--- src/rtl/writeback_stage_if.sv ---
// Memory-stage -> writeback-stage bus, plus the writeback outputs.
// The outputs are the register-file write port, the forwarding bus, the error pulse
// and the retire count.
interface writeback_stage_if #(
   parameter int unsigned DWIDTH       = 32,
   parameter int unsigned AWIDTH       = 5,
   parameter int unsigned FUNCT_WIDTH  = 3,
   parameter int unsigned CNT_WIDTH    = 32,
   parameter int unsigned OPCODE_WIDTH = 11
);
   logic                    wb_i_ce;
   logic                    wb_i_stall;
   logic                    wb_i_flush;
   logic [OPCODE_WIDTH-1:0] wb_i_opcode;
   logic [FUNCT_WIDTH-1:0]  wb_i_funct3;
   logic [AWIDTH-1:0]       wb_i_rd_addr;
   logic [DWIDTH-1:0]       wb_i_rd_data;
   logic                    wb_i_rd_we;
   logic [DWIDTH-1:0]       wb_i_load_data;
   logic [1:0]              wb_i_addr_lsb;

   logic                    wb_o_rf_we;
   logic [AWIDTH-1:0]       wb_o_rf_addr;
   logic [DWIDTH-1:0]       wb_o_rf_data;
   logic                    wb_o_fwd_valid;
   logic [AWIDTH-1:0]       wb_o_fwd_addr;
   logic [DWIDTH-1:0]       wb_o_fwd_data;
   logic                    wb_o_err;
   logic [CNT_WIDTH-1:0]    wb_o_retired;

   // Memory stage side: drives the instruction, observes writeback results.
   modport master (
      output wb_i_ce, wb_i_stall, wb_i_flush, wb_i_opcode, wb_i_funct3, wb_i_rd_addr,
             wb_i_rd_data, wb_i_rd_we, wb_i_load_data, wb_i_addr_lsb,
      input  wb_o_rf_we, wb_o_rf_addr, wb_o_rf_data, wb_o_fwd_valid, wb_o_fwd_addr,
             wb_o_fwd_data, wb_o_err, wb_o_retired
   );

   // Writeback stage side.
   modport slave (
      input  wb_i_ce, wb_i_stall, wb_i_flush, wb_i_opcode, wb_i_funct3, wb_i_rd_addr,
             wb_i_rd_data, wb_i_rd_we, wb_i_load_data, wb_i_addr_lsb,
      output wb_o_rf_we, wb_o_rf_addr, wb_o_rf_data, wb_o_fwd_valid, wb_o_fwd_addr,
             wb_o_fwd_data, wb_o_err, wb_o_retired
   );
endinterface

--- src/rtl/writeback_stage.sv ---
// RV32I writeback stage.
// It registers the memory-stage result and formats load data by funct3 and byte offset.
// It issues one register-file write per retired instruction, mirrored on the forwarding bus,
// and counts retired instructions.
module writeback_stage #(
   parameter int unsigned DWIDTH       = 32,
   parameter int unsigned AWIDTH       = 5,
   parameter int unsigned FUNCT_WIDTH  = 3,
   parameter int unsigned CNT_WIDTH    = 32,
   parameter int unsigned OPCODE_WIDTH = 11,
   parameter int unsigned LOAD         = 2
) (
   input logic              wb_clk,
   input logic              wb_rst,
   writeback_stage_if.slave wb
);

   logic                 valid_q, valid_d;
   logic                 new_q, new_d;     // first output cycle of the held instruction
   logic                 rd_we_q, rd_we_d;
   logic                 err_q, err_d;
   logic [AWIDTH-1:0]    rd_addr_q, rd_addr_d;
   logic [DWIDTH-1:0]    rf_data_q, rf_data_d;
   logic [CNT_WIDTH-1:0] retired_q, retired_d;

   logic [7:0]           load_byte;
   logic [15:0]          load_half;
   logic [DWIDTH-1:0]    load_fmt;
   logic                 load_err;
   logic                 is_load;

   // Format the incoming load word and flag illegal/misaligned accesses.
   always_comb begin
      load_byte = wb.wb_i_load_data[8*wb.wb_i_addr_lsb +: 8];
      load_half = wb.wb_i_load_data[16*wb.wb_i_addr_lsb[1] +: 16];
      load_fmt  = '0;
      load_err  = 1'b0;
      case (wb.wb_i_funct3)
         3'b000: load_fmt = {{(DWIDTH-8){load_byte[7]}}, load_byte};
         3'b100: load_fmt = {{(DWIDTH-8){1'b0}}, load_byte};
         3'b001, 3'b101: begin
            if (wb.wb_i_addr_lsb[0]) begin
               load_err = 1'b1;
            end else if (wb.wb_i_funct3[2]) begin
               load_fmt = {{(DWIDTH-16){1'b0}}, load_half};
            end else begin
               load_fmt = {{(DWIDTH-16){load_half[15]}}, load_half};
            end
         end
         3'b010: begin
            if (wb.wb_i_addr_lsb != 2'b00) load_err = 1'b1;
            else                           load_fmt = wb.wb_i_load_data;
         end
         default: load_err = 1'b1;
      endcase
   end

   assign is_load = wb.wb_i_opcode[LOAD];

   // Pipeline-register next state: flush beats stall, stall holds, ce captures, else bubble.
   always_comb begin
      valid_d   = valid_q;
      new_d     = 1'b0;
      rd_we_d   = rd_we_q;
      err_d     = err_q;
      rd_addr_d = rd_addr_q;
      rf_data_d = rf_data_q;
      retired_d = retired_q;
      if (wb.wb_i_flush) begin
         valid_d = 1'b0;
      end else if (wb.wb_i_stall) begin
         valid_d = valid_q;
      end else if (wb.wb_i_ce) begin
         valid_d   = 1'b1;
         new_d     = 1'b1;
         rd_we_d   = wb.wb_i_rd_we;
         err_d     = is_load & load_err;
         rd_addr_d = wb.wb_i_rd_addr;
         rf_data_d = is_load ? load_fmt : wb.wb_i_rd_data;
         // Counted at capture so the count is already updated in the output cycle.
         retired_d = retired_q + CNT_WIDTH'(1);
      end else begin
         valid_d = 1'b0;
      end
   end

   // State registers, asynchronously cleared.
   always_ff @(posedge wb_clk or negedge wb_rst) begin
      if (!wb_rst) begin
         valid_q   <= 1'b0;
         new_q     <= 1'b0;
         rd_we_q   <= 1'b0;
         err_q     <= 1'b0;
         rd_addr_q <= '0;
         rf_data_q <= '0;
         retired_q <= '0;
      end else begin
         valid_q   <= valid_d;
         new_q     <= new_d;
         rd_we_q   <= rd_we_d;
         err_q     <= err_d;
         rd_addr_q <= rd_addr_d;
         rf_data_q <= rf_data_d;
         retired_q <= retired_d;
      end
   end

   logic write_en;
   assign write_en = valid_q & new_q & rd_we_q & (|rd_addr_q) & ~err_q;

   assign wb.wb_o_rf_we     = write_en;
   assign wb.wb_o_rf_addr   = rd_addr_q;
   assign wb.wb_o_rf_data   = rf_data_q;
   assign wb.wb_o_fwd_valid = write_en;
   assign wb.wb_o_fwd_addr  = rd_addr_q;
   assign wb.wb_o_fwd_data  = rf_data_q;
   assign wb.wb_o_err       = valid_q & new_q & err_q;
   assign wb.wb_o_retired   = retired_q;

endmodule

--- src/flat_wrapper.sv ---
// flat-port wrapper written by rule: the top's interface ports become plain ports
module writeback_stage_flat 
#(
   parameter int unsigned DWIDTH       = 32,
   parameter int unsigned AWIDTH       = 5,
   parameter int unsigned FUNCT_WIDTH  = 3,
   parameter int unsigned CNT_WIDTH    = 32,
   parameter int unsigned OPCODE_WIDTH = 11,
   parameter int unsigned LOAD         = 2
)
  (wb_clk, wb_rst, wb_wb_i_ce, wb_wb_i_stall, wb_wb_i_flush, wb_wb_i_opcode, wb_wb_i_funct3, wb_wb_i_rd_addr, wb_wb_i_rd_data, wb_wb_i_rd_we, wb_wb_i_load_data, wb_wb_i_addr_lsb, wb_wb_o_rf_we, wb_wb_o_rf_addr, wb_wb_o_rf_data, wb_wb_o_fwd_valid, wb_wb_o_fwd_addr, wb_wb_o_fwd_data, wb_wb_o_err, wb_wb_o_retired);
  writeback_stage_if #(.DWIDTH(DWIDTH), .AWIDTH(AWIDTH), .FUNCT_WIDTH(FUNCT_WIDTH), .CNT_WIDTH(CNT_WIDTH), .OPCODE_WIDTH(OPCODE_WIDTH)) wb_i ();
  input logic wb_clk;
  input logic wb_rst;
  input wire logic [$bits(wb_i.wb_i_ce)-1:0] wb_wb_i_ce;
  input wire logic [$bits(wb_i.wb_i_stall)-1:0] wb_wb_i_stall;
  input wire logic [$bits(wb_i.wb_i_flush)-1:0] wb_wb_i_flush;
  input wire logic [$bits(wb_i.wb_i_opcode)-1:0] wb_wb_i_opcode;
  input wire logic [$bits(wb_i.wb_i_funct3)-1:0] wb_wb_i_funct3;
  input wire logic [$bits(wb_i.wb_i_rd_addr)-1:0] wb_wb_i_rd_addr;
  input wire logic [$bits(wb_i.wb_i_rd_data)-1:0] wb_wb_i_rd_data;
  input wire logic [$bits(wb_i.wb_i_rd_we)-1:0] wb_wb_i_rd_we;
  input wire logic [$bits(wb_i.wb_i_load_data)-1:0] wb_wb_i_load_data;
  input wire logic [$bits(wb_i.wb_i_addr_lsb)-1:0] wb_wb_i_addr_lsb;
  output wire logic [$bits(wb_i.wb_o_rf_we)-1:0] wb_wb_o_rf_we;
  output wire logic [$bits(wb_i.wb_o_rf_addr)-1:0] wb_wb_o_rf_addr;
  output wire logic [$bits(wb_i.wb_o_rf_data)-1:0] wb_wb_o_rf_data;
  output wire logic [$bits(wb_i.wb_o_fwd_valid)-1:0] wb_wb_o_fwd_valid;
  output wire logic [$bits(wb_i.wb_o_fwd_addr)-1:0] wb_wb_o_fwd_addr;
  output wire logic [$bits(wb_i.wb_o_fwd_data)-1:0] wb_wb_o_fwd_data;
  output wire logic [$bits(wb_i.wb_o_err)-1:0] wb_wb_o_err;
  output wire logic [$bits(wb_i.wb_o_retired)-1:0] wb_wb_o_retired;
  assign wb_i.wb_i_ce = wb_wb_i_ce;
  assign wb_i.wb_i_stall = wb_wb_i_stall;
  assign wb_i.wb_i_flush = wb_wb_i_flush;
  assign wb_i.wb_i_opcode = wb_wb_i_opcode;
  assign wb_i.wb_i_funct3 = wb_wb_i_funct3;
  assign wb_i.wb_i_rd_addr = wb_wb_i_rd_addr;
  assign wb_i.wb_i_rd_data = wb_wb_i_rd_data;
  assign wb_i.wb_i_rd_we = wb_wb_i_rd_we;
  assign wb_i.wb_i_load_data = wb_wb_i_load_data;
  assign wb_i.wb_i_addr_lsb = wb_wb_i_addr_lsb;
  assign wb_wb_o_rf_we = wb_i.wb_o_rf_we;
  assign wb_wb_o_rf_addr = wb_i.wb_o_rf_addr;
  assign wb_wb_o_rf_data = wb_i.wb_o_rf_data;
  assign wb_wb_o_fwd_valid = wb_i.wb_o_fwd_valid;
  assign wb_wb_o_fwd_addr = wb_i.wb_o_fwd_addr;
  assign wb_wb_o_fwd_data = wb_i.wb_o_fwd_data;
  assign wb_wb_o_err = wb_i.wb_o_err;
  assign wb_wb_o_retired = wb_i.wb_o_retired;
  writeback_stage #(.DWIDTH(DWIDTH), .AWIDTH(AWIDTH), .FUNCT_WIDTH(FUNCT_WIDTH), .CNT_WIDTH(CNT_WIDTH), .OPCODE_WIDTH(OPCODE_WIDTH), .LOAD(LOAD)) u_core (.wb_clk(wb_clk), .wb_rst(wb_rst), .wb(wb_i));
endmodule
--- config.mk ---
export PLATFORM = sky130hd
export DESIGN_NAME = writeback_stage_flat
export DESIGN_NICKNAME = d
export VERILOG_FILES = /design/src/rtl/writeback_stage_if.sv /design/src/rtl/writeback_stage.sv /design/src/flat_wrapper.sv
export SDC_FILE = /design/constraint.sdc
export NUM_CORES = 1
export LEC_CHECK = 0
export BUFFER_PORTS_ARGS = -buffer_cell sky130_fd_sc_hd__buf_2
export CORE_ASPECT_RATIO = 1.5
export CORE_MARGIN = 4
export CORE_UTILIZATION = 51
export CTS_CLUSTER_SIZE = 8
export DETAILED_ROUTE_END_ITERATION = 8
export GPL_TIMING_DRIVEN = 1
export PLACE_DENSITY = 0.86
export SETUP_SLACK_MARGIN = 0.4
export SLEW_MARGIN = 15
export SYNTH_ARGS = -nofsm -noshare
export SYNTH_HDL_FRONTEND = slang
export SYNTH_SLANG_ARGS = --single-unit
--- constraint.sdc ---
create_clock -name wb_clk -period 3.8 [get_ports wb_clk]
set_clock_uncertainty 0.1 [all_clocks]
set_input_delay 0.19 -clock wb_clk [delete_from_list [all_inputs] [get_ports wb_clk]]
set_output_delay 0.19 -clock wb_clk [all_outputs]
set_load 0.005 [all_outputs]
# After elaboration in Yosys (flattened, before gate mapping)

Index checks and enable logic that the tools add are counted.

Flip-flop bits (word level): 73
Input bits: 91
Output and inout port bits: 109
Logic and storage cells: 43

Add/sub/neg operators: 1
Equality and inequality tests: 5
Shifts and indexed selects: 2
Mux-type cells: 13
Bitwise logic cells: 9
Reductions and logical operators: 6

Operators by type and width:

| cell                                                 | count |
|---|---|
| 2-to-1 mux 32 bit                                    | 4 |
| one-hot mux 32 bit (4 select lines)                  | 1 |
| adder 32 x 1 -> 32 bit (second input constant)       | 1 |
| indexed part select 32 x 6 -> 16 bit                 | 1 |
| indexed part select 32 x 6 -> 8 bit                  | 1 |
| 2-to-1 mux 1 bit                                     | 7 |
| bitwise AND 1 bit                                    | 6 |
| equality test 3 bit (second input constant)          | 2 |
| OR reduction 5 bit                                   | 1 |
| OR reduction 2 bit                                   | 2 |
| equality test 3 x 1 -> 1 bit (second input constant) | 1 |
| equality test 3 x 2 -> 1 bit (second input constant) | 1 |
| zero test 3 bit                                      | 1 |
| inverter 1 bit                                       | 3 |
| one-hot mux 1 bit (3 select lines)                   | 1 |
| AND reduction 3 bit                                  | 1 |
| != test 2 x 1 -> 1 bit (second input constant)       | 1 |
| nonzero test 2 bit                                   | 1 |

# Logic depth before layout (Yosys ltp)

Depth after elaboration: 5
Gate-level depth with buffers: 6
Gate-level depth less buffers: 5

# Least setup slack after synthesis

OpenSTA, ideal clock, no wires.

Path kind: reg2reg
From: reg u_core.retired_q[4], in the netlist u_core.wb.wb_o_retired[4]
To: reg u_core.retired_q[30], in the netlist u_core.wb.wb_o_retired[30]
Setup time: 123 ps
Data arrival time: 1423 ps
Required time: 3577 ps
Slack: 2154 ps
Stages on the path, launching flop included: 6
Buffers on the path: 1
Clock period less this slack: 1646 ps
Path through: dfrtp_1 nand4_2 nor4_2 buf_4 nand4_1 xnor2_1

Cells in the longest elaborated chain, start to end: 1

RTL lines:

| element                | line                   | text |
|---|---|---|
| start, declared        | writeback_stage.sv:24  | `logic [CNT_WIDTH-1:0] retired_q, retired_d;` |
| start signal, assigned | writeback_stage.sv:104 | `retired_q <= retired_d;` |
| adder 32 x 1 -> 32 bit | writeback_stage.sv:81  | `retired_d = retired_q + CNT_WIDTH'(1);` |

No other way between the ends.
A chain may end at the register's enable or synchronous reset.

# Final worst setup path

From: in wb_wb_i_flush
To: reg u_core.rf_data_q[8], in the netlist u_core.wb.wb_o_fwd_data[8]

Cells in the longest elaborated chain, start to end: 2

RTL lines:

| element                              | line                   | text |
|---|---|---|
| start, declared                      | flat_wrapper.sv:17     | `input wire logic [$bits(wb_i.wb_i_flush)-1:0] wb_wb_i_flush;` |
| inverter 1 bit (no source line)      | n/a                    |  |
| AND reduction 3 bit (no source line) | n/a                    |  |
| end signal, assigned                 | writeback_stage.sv:103 | `rf_data_q <= rf_data_d;` |
| end, declared                        | writeback_stage.sv:23  | `logic [DWIDTH-1:0] rf_data_q, rf_data_d;` |

No other way between the ends.

==> metrics list <==
* Outcome: finished clean
- Setup repair after global routing left no endpoint under its margin.
- Of the total power, the share spent switching nets is 0.281.
* Post CTS Setup Buffer Count: 0
* Antenna violation net count after detailed routing: 0
* Maximum capacitance violations: 0
- Post-CTS repair changed the size of 0 cells.
- DRT Pass-1 Iters: 4
- After legalization and detailed placement, the total HPWL measured 8840 µm.
- Count of pins over their slew limit: 0
* Inserted Diodes: 0
- Of the total power, the clock network draws 0.368.
- For this run, the post-layout net count is 673.
- Number of buffers added by the clock tree synthesis step: 9
* Critical path peak fanout: 25
- Total routing resource utilization after global routing: 0.239
- Sequential cell area: 1830 µm²
- Entering global routing, the biggest net connects 75 pins.
- Derived from the worst setup path, the maximum achievable clock frequency is 375 MHz.
- Count of boundary I/O pins: 200
* Endpoint required time on the critical path: 3.92 ns
- The share of the Yosys chip area taken by registers is 0.420.
* Number of cells produced by synthesis: 440
- Std-Cell Core Area: between 8000 and 9000 µm²
- Chip Width: 83.4 µm
- Static leakage: ~2.6 nW
- Initial DRC count: 162
* Initial core utilization: 0.520
- Among all flip-flop cells after synthesis, the most frequent one is dfrtp_1.
- The min-delay analysis places its worst path in the category input port to flip-flop.
- The floorplan has 41 rows.
- Of all flip-flops after synthesis, the portion carrying an async set or reset was 1.00.
* P_sw: 0.624 mW
- Counting flops and latches in the post-synthesis netlist gives 73.
- The cell sitting at the root of the clock tree is a clkbuf_16.
- The worst pin sits at a relative slew slack of 0.266.
- Die area: 10100 µm²
* Slew @ Worst Pin: 1.09 ns
- Number of setup violations in the final report: 0
- In the final layout, the multi-input gates occupy 2050 µm².
- In the final layout, the share of cells above drive strength 1 is 0.400.
* Kind of capture point of the worst setup path: flip-flop
- In the final routed layout, each cell accounts on average for 17.4 µm.
- Filler cell count: 676
* Final routed DRC violation total: 0
- CP Launch Type: input port
- Number of global-route vias before repair: 3859
- For this run the aggregate overflow at the end of global routing stands at 0.
* Via count: 3914
- Clock slew at reported path FFs: 0.06 ns
- The number of antenna violations at the first check in global routing was 0.
* Count of hold-fix buffers inserted at cts: 8
- Relative to the synthesized area, the layout overhead comes to 23.2%.
- Worst setup path category: input port to flip-flop
- Final wirelength: 12000 µm
* Number of enable flip-flop cells after synthesis: 0
- Routability congestion estimate: 0.960
- Yosys mapped the design onto 51 distinct sky130hd cell types.
- VDD sags by at most 238 µV.
* Final-report hold violation count: 0
- Mapped Nets: around 530
* Leading cell type in the layout, fill and taps excluded: buf_2
* Maximum level of the CTS H-tree: 3
- Summing every instance area after synthesis gives 4350 µm².
- TritonCTS built the clock tree.
- Vias per Instance: 5.66
* Final Critical Period: 2.67 ns
- Total Neg Setup Slack: 0 ns
- CTS Buffer Depth: 2
* Buffers added on ports: 189
- Power density over the cells: 415 nW/µm²
* Sequential group share of total power: 0.428
- First-pass GRT wire length: 19300 µm
* Power consumption: 2.22 mW
- Most used cells in the layout excluding fill and tap cells: buf_2, dfrtp_1, a21oi_1
* Design internal power: ~1.6 mW
- Yosys Warn Count: 0
- The later pin in the worst-skew pair is clocked with a latency of ~0.32 ns.
- Avg Cell Area, Syn: 9.88 µm²
- Number of sinks handled by clock tree synthesis: 73
- Share of the cycle needed by the critical path after routing: 0.702
* Part of the total power dissipated in combinational logic: 0.204
* Arrival time at the worst endpoint: 2.79 ns
* Die H: roughly 120 µm
==> metal layers <==
metal,GRT usage,up-vias,wire (µm),share of wire
met3,0.0686,31,946,0.079
met2,0.416,185,6220,0.52
met4,0.104,0,354,0.029
met1,0.272,1860,4500,0.37
met5,0,-,0,0
li1,-,1838,-,-
==> cells in the mapped netlist (all sizes together) (2+ instances only) <==
master | count | area share
a21oi | 35 | 0.040
a221o | 7 | 0.016
a22o | 6 | 0.012
a22oi | 7 | 0.015
a2bb2oi | 16 | 0.047
and3 | 7 | 0.010
and4 | 3 | 0.0060
buf | 53 | 0.090
clkbuf | 15 | 0.013
dfrtp | 73 | 0.42
inv | 5 | 0.0043
mux2 | 8 | 0.021
mux2i | 2 | 0.0046
nand2 | 33 | 0.029
nand3 | 20 | 0.023
nand4 | 13 | 0.020
nand4b | 2 | 0.0040
nor2 | 11 | 0.0095
nor2b | 3 | 0.0043
nor3 | 4 | 0.0072
nor3b | 33 | 0.058
nor4 | 4 | 0.010
o21ai | 34 | 0.039
or3b | 2 | 0.0046
xnor2 | 28 | 0.056
xor2 | 3 | 0.0060
==> stage by stage <==
| stage | hold WS (ns) | cell area (µm²) | cells | util | setup WS, ns |
|---|---|---|---|---|---|
| 6_report | 0.0680 | 5350 | 692 | 0.640 | 1.13 |
| 3_3_place_gp | 0.277 | 4990 | 669 | 0.597 | 1.41 |
| 2_1_floorplan | -0.206 | 4350 | 440 | - | 2.15 |
| 3_5_place_dp | 0.286 | 4990 | 669 | 0.597 | 1.31 |
| 4_1_cts | 0.0521 | 5350 | 692 | 0.640 | 1.11 |
| 5_1_grt | 0.0652 | 5350 | 692 | 0.640 | 0.850 |
==> power by group through the flow <==
stage | logic (mW) | clock network [mW] | registers, mW
floorplan | 0.289 | 0 | 0.956
global placement | 0.442 | 0 | 0.957
detailed placement | 0.449 | 0 | 0.963
CTS | 0.456 | 0.837 | 0.951
global route | 0.498 | 0.873 | 0.966
finish | 0.453 | 0.818 | 0.951
==> flip-flops by register name, summed over array words and instances, names as in the netlist <==
signal and flops:
u_core.err_q 1, u_core.new_q 1, u_core.rd_we_q 1, u_core.valid_q 1, u_core.wb.wb_o_fwd_addr 5, u_core.wb.wb_o_fwd_data 32
u_core.wb.wb_o_retired 32
==> area by class of cell <==
class                      count  share of cell area
sequential                    73               0.341
inverter                       5             0.00351
clock inverter                 6              0.0112
clock buffer                   9              0.0421
tap                          107              0.0250
timing repair buffer         198               0.194
multi-input combinational    294               0.384
==> worst max-delay path: stages <==
cell and delay (ns):
dlygate4sd3_1 0.53, buf_2 0.14, or3b_2 0.48, inv_1 0.28, nand3_1 0.73, o21ai_0 0.42
==> path summary, 6_finish.rpt <==
check,startpoint,end,slack (ns),cells after the start
worst min-delay path,wb_wb_i_load_data[27],u_core.wb.wb_o_fwd_data[27],0.07,3
worst max register to register,u_core.wb.wb_o_retired[4],u_core.wb.wb_o_retired[25],1.51,4
worst min register to register,u_core.wb.wb_o_retired[31],u_core.wb.wb_o_retired[31],0.38,1
min in group asynchronous,wb_rst,u_core.wb.wb_o_retired[7],0.46,2
max in group asynchronous,wb_rst,u_core.wb.wb_o_retired[29],2.54,2
worst max-delay path,wb_wb_i_flush,u_core.wb.wb_o_fwd_data[8],1.13,6
==> cells by family after synthesis <==
family,after synthesis,share of synthesized area
flops,73,0.420
buf+inv,73,0.107
mux,11,0.0305
compound gates,111,0.181
xor+xnor,31,0.0625
simple gates,140,0.196
fa+ha+maj,1,0.00288
(Power assumes the default switching activity.)
